File: src/rtl/alu_issue_stage.sv
// ID/EX stage in front of the ALU: holds one decoded instruction, forwards operands
// from EX/MEM and MEM/WB, stalls on load-use hazards and supports flush.
module alu_issue_stage #(
    parameter int WORD_BITWIDTH    = 32,
    parameter int REG_NUM_BITWIDTH = 5
) (
    input  logic                        clk,
    input  logic                        reset,
    input  logic                        flush,
    input  logic                        in_valid,
    output logic                        in_ready,
    input  logic [3:0]                  in_operation,
    input  logic [REG_NUM_BITWIDTH-1:0] in_rs1,
    input  logic [REG_NUM_BITWIDTH-1:0] in_rs2,
    input  logic [REG_NUM_BITWIDTH-1:0] in_rd,
    input  logic [WORD_BITWIDTH-1:0]    in_rs1_data,
    input  logic [WORD_BITWIDTH-1:0]    in_rs2_data,
    input  logic [WORD_BITWIDTH-1:0]    in_imm,
    input  logic                        in_use_imm,
    input  logic                        in_reg_write,
    input  logic                        exmem_reg_write,
    input  logic                        exmem_is_load,
    input  logic [REG_NUM_BITWIDTH-1:0] exmem_rd,
    input  logic [WORD_BITWIDTH-1:0]    exmem_data,
    input  logic                        memwb_reg_write,
    input  logic [REG_NUM_BITWIDTH-1:0] memwb_rd,
    input  logic [WORD_BITWIDTH-1:0]    memwb_data,
    output logic                        out_valid,
    input  logic                        out_ready,
    output logic [3:0]                  operation,
    output logic [WORD_BITWIDTH-1:0]    addend1,
    output logic [WORD_BITWIDTH-1:0]    addend2,
    output logic [REG_NUM_BITWIDTH-1:0] out_rd,
    output logic                        out_reg_write
);
    // Handshake: a transfer occurs on a rising edge where valid && ready are both 1.
    // in_ready never depends on in_valid; out_valid never depends on out_ready.

    logic                        r_held_valid;
    logic [3:0]                  r_op;
    logic [REG_NUM_BITWIDTH-1:0] r_rs1;
    logic [REG_NUM_BITWIDTH-1:0] r_rs2;
    logic [REG_NUM_BITWIDTH-1:0] r_rd;
    logic [WORD_BITWIDTH-1:0]    r_rs1_data;
    logic [WORD_BITWIDTH-1:0]    r_rs2_data;
    logic [WORD_BITWIDTH-1:0]    r_imm;
    logic                        r_use_imm;
    logic                        r_reg_write;

    logic                        w_ex_hit1;
    logic                        w_ex_hit2;
    logic                        w_wb_hit1;
    logic                        w_wb_hit2;
    logic [WORD_BITWIDTH-1:0]    w_src1;
    logic [WORD_BITWIDTH-1:0]    w_src2;
    logic                        w_hazard;
    logic                        w_out_valid;
    logic                        w_fire;
    logic                        w_capture;

    // A load in EX/MEM has no data yet, so it never forwards; register 0 is never forwarded.
    assign w_ex_hit1 = exmem_reg_write && !exmem_is_load && (r_rs1 != '0) && (exmem_rd == r_rs1);
    assign w_ex_hit2 = exmem_reg_write && !exmem_is_load && (r_rs2 != '0) && (exmem_rd == r_rs2);
    assign w_wb_hit1 = memwb_reg_write && (r_rs1 != '0) && (memwb_rd == r_rs1);
    assign w_wb_hit2 = memwb_reg_write && (r_rs2 != '0) && (memwb_rd == r_rs2);

    assign w_src1 = w_ex_hit1 ? exmem_data :
                    w_wb_hit1 ? memwb_data : r_rs1_data;
    assign w_src2 = r_use_imm ? r_imm      :
                    w_ex_hit2 ? exmem_data :
                    w_wb_hit2 ? memwb_data : r_rs2_data;

    assign w_hazard = r_held_valid && exmem_reg_write && exmem_is_load && (exmem_rd != '0) &&
                      ((exmem_rd == r_rs1) || (!r_use_imm && (exmem_rd == r_rs2)));

    assign w_out_valid = r_held_valid && !w_hazard;
    assign w_fire      = w_out_valid && out_ready;
    assign in_ready    = !r_held_valid || w_fire;
    assign w_capture   = in_valid && in_ready;

    // Bubbles drive zeros so the ALU zero flag reads 1 when nothing is issued.
    assign out_valid     = w_out_valid;
    assign operation     = w_out_valid ? r_op   : 4'b0000;
    assign addend1       = w_out_valid ? w_src1 : '0;
    assign addend2       = w_out_valid ? w_src2 : '0;
    assign out_rd        = r_rd;
    assign out_reg_write = r_reg_write && w_out_valid;

    always_ff @(posedge clk) begin
        if (reset) begin
            r_held_valid <= 1'b0;
            r_op         <= 4'b0000;
            r_rs1        <= '0;
            r_rs2        <= '0;
            r_rd         <= '0;
            r_rs1_data   <= '0;
            r_rs2_data   <= '0;
            r_imm        <= '0;
            r_use_imm    <= 1'b0;
            r_reg_write  <= 1'b0;
        end else if (flush) begin
            r_held_valid <= 1'b0;
        end else if (w_capture) begin
            r_held_valid <= 1'b1;
            r_op         <= in_operation;
            r_rs1        <= in_rs1;
            r_rs2        <= in_rs2;
            r_rd         <= in_rd;
            r_rs1_data   <= in_rs1_data;
            r_rs2_data   <= in_rs2_data;
            r_imm        <= in_imm;
            r_use_imm    <= in_use_imm;
            r_reg_write  <= in_reg_write;
        end else if (w_fire) begin
            r_held_valid <= 1'b0;
        end
    end
endmodule

File: config.mk
export PLATFORM = sky130hd
export DESIGN_NAME = alu_issue_stage
export DESIGN_NICKNAME = d
export VERILOG_FILES = /design/src/rtl/alu_issue_stage.sv
export SDC_FILE = /design/constraint.sdc
export NUM_CORES = 1
export LEC_CHECK = 0
export CAP_MARGIN = 10
export CORE_MARGIN = 2
export CORE_UTILIZATION = 42
export CTS_BUF_LIST = sky130_fd_sc_hd__clkbuf_4
export CTS_CLUSTER_DIAMETER = 100
export CTS_CLUSTER_SIZE = 10
export DETAILED_ROUTE_END_ITERATION = 6
export PLACE_DENSITY_LB_ADDON = 0.3
export SLEW_MARGIN = 15
export SYNTH_ARGS = -nofsm -noshare
export SYNTH_HDL_FRONTEND = slang
export SYNTH_SLANG_ARGS = --single-unit
File: constraint.sdc
create_clock -name clk -period 2.1 [get_ports clk]
set_clock_uncertainty 0.1 [all_clocks]
set_input_delay 0.21 -clock clk [delete_from_list [all_inputs] [get_ports clk]]
set_output_delay 0.21 -clock clk [all_outputs]
set_load 0.02 [all_outputs]
==> metrics.txt <==
final instance area 13800 sq um; Die Y 135 microns; crit path max fanout 8; Final Max Tran Viols 0; Async SR Flop Fraction 0; Final setup viols 189; clock-pin slew on the worst setup and hold paths 130 ps; placed cell area 11900 sq um; Fin. Hold Viols 0; Post-Layout Cell Count 1395; Via density 5.51; Layout area overhead 90.3%; crit-path cells xor2_1, nor3_2, nand2_1, or4_4, buf_12, buf_16, o22ai_4, a311oi_4, buf_6; flops & latches, synth 118; synth unique cells 32; crit path DAT 2780 ps; total CTS buffers 17; PortBufs 274; die area 18300 sq um; CORE AREA 16700 sq um; Worst R2R Start r_rs2[4]; Static Leak 4.76 nW; CTS tree done; largest net degree at the start of global routing 120; Pre-antenna DRT Iters 5; critical path class reg2out; Max-slew headroom 0.694; hold path depth 3; unrepaired setup endpoints after global routing yes; end of the worst hold path r_rs2_data[16]; wire per inst 22.4 microns; Tmin final 3090 ps; failing checks setup timing; final core occ 0.824; Max Cap Viol 0; CTS Buffer Depth 2; Die X 135 microns; Final WS setup -991 ps; total track usage 0.289; total congestion overflow 0; row cnt 47; sequential area share after synthesis 0.327; Synthesized Nets 1025; HPWL after detailed placement 17.1 mm; H-tree levels 4; cells on worst reg2reg path 11; HP Start in_rs2_data[16]; I/O pin cnt 275; CP required 1790 ps; Filler cells 911; vias 7685; main flop type after synthesis dfxtp_1; clock sinks 118; Final period util 1.47; initial antenna violation count 2; fmax 0.324 GHz; CP Buf/Inv Count 3; share of post-route cells with drive strength above 1 0.349; Post-Route WL 31.2 mm; Slew @ Worst Pin 459 ps; CTS root buffer clkbuf_4; gpl congestion 0.860; Clock Latency Late Sink 550 ps; status finished, violations left; DP Cell Count 1302; Post-synth EDFFs 0; post-route ant nets 0; synthesized area 7230 sq um; post-layout net count 1359; Hold Path Class in2reg; Yosys warnings 0; Crit-path slowest cell or4_4; Critical R2R Capture r_imm[27]; number of global-route vias before repair 7702; DRC viols 0; Avg Inst Size Synth 8.76 sq um; Worst R2R Setup Slack -410 ps; Worst Setup End Kind primary output; first-pass GRT wire length 40.9 mm; Initial Util 0.433; Power Total 6.06 mW; nature of the critical path startpoint register; Pwr Density 440 nW/um^2; Largest delay share family, worst path simple AND/OR/NAND/NOR gates; peak supply drop 465 uV; Synth Instances 826; Iter 0 DRT Violations 407; slowest stage delay, CP 590 ps
## per-stage QoR
stage	hold WS, ps	setup WS [ps]	TNS, ps
4_1_cts	66.2	-951	-66940
2_1_floorplan	234	-181	-3650
6_report	94.1	-991	-100610
5_1_grt	69.6	-1080	-113790
3_5_place_dp	363	-1100	-141560
3_3_place_gp	357	-1090	-136840
## registers in the layout (all words and copies together) (netlist names)
name and cells:
out_rd 5, r_held_valid 1, r_imm 32, r_op 4, r_reg_write 1, r_rs1 5
r_rs1_data 32, r_rs2 5, r_rs2_data 32, r_use_imm 1
## report_power, final
part	leakage [nW]	total, mW	internal [mW]	switching (mW)
combinational	3.62	1.67	0.956	0.713
sequential	0.968	2.47	2.36	0.112
clock	0.175	1.92	0.949	0.975
## cell usage after synthesis (all sizes together), types with 2 or more instances
cell | count | area, sq um
o211ai | 2 | 15.0
o22ai | 32 | 200
clkbuf | 40 | 150
xor2 | 10 | 87.6
nor3 | 4 | 25.0
mux2i | 149 | 1490
dfxtp | 118 | 2360
or3 | 2 | 12.5
nand3 | 2 | 10.0
nor2 | 37 | 141
xnor2 | 10 | 87.6
or4 | 4 | 30.0
nand4 | 2 | 12.5
buf | 33 | 264
a311oi | 32 | 280
nand2 | 67 | 251
a211oi | 32 | 240
nand2b | 235 | 1470
inv | 5 | 18.8
and3 | 5 | 31.3
## repair_timing
action                                  in CTS  in global routing
setup buffers                               20                 10
endpoints found under the setup margin     188                189
hold buffers                                 1                  0
cloned                                       9                 24
pin swaps                                   30                 21
resized for setup                          481                 53
hold endpoints to repair                     3                  0
## worst max path at each step
stage	start	end	cells after the start
floorplan	exmem_rd[1]	addend1[0]	6
global placement	exmem_rd[1]	addend2[30]	8
detailed placement	exmem_rd[3]	addend2[0]	9
CTS	r_rs2[4]	addend2[10]	9
global route	r_rs1[0]	addend1[7]	10
finish	r_rs2[4]	addend2[8]	9
## layout by cell type (no fill, tap or decap), types with 26 or more instances in the layout
master	count
buf_4	48
o22ai_4	30
mux2i_1	124
nand2_1	37
dfxtp_1	111
buf_12	26
buf_6	74
a211oi_4	30
a311oi_4	29
clkdlybuf4s50_1	202
nand2b_1	235
## tightest hold or removal path: stages
cell,delay (ps)
clkdlybuf4s50_1,400
nand2b_1,60
mux2i_1,60
## area by class of cell
type / instances / area, sq um / share of cell area
Clock buffer: 18 / 135 / 0.00982
Timing Repair Buffer: 384 / 4480 / 0.326
Antenna cell: 2 / 5.00 / 0.000364
Clock inverter: 14 / 184 / 0.0134
Sequential cell: 118 / 2370 / 0.172
Multi-Input combinational cell: 634 / 6290 / 0.457
Inverter: 5 / 18.8 / 0.00136
Tap cell: 220 / 275 / 0.0200
## cells by family (layout without fill, tap and decap cells)
logic type,count (synthesis),in the layout,synth area share
buffers and inverters,78,421,0.0598
AO/OA/AOI/OAI,102,105,0.106
multiplexers,149,149,0.206
AND/OR/NAND/NOR,359,360,0.277
XOR/XNOR,20,20,0.0242
flip-flops,118,118,0.327
other,0,2,0
## layer usage
layer	global-route usage	vias up	share of wire	wire length, microns
met1	0.334	3736	0.38	12000
met3	0.0711	102	0.064	1990
met5	0	-	0	0
li1	-	3523	-	-
met2	0.508	324	0.51	15900
met4	0.126	0	0.043	1350
Power figures use the tool's default switching activity.
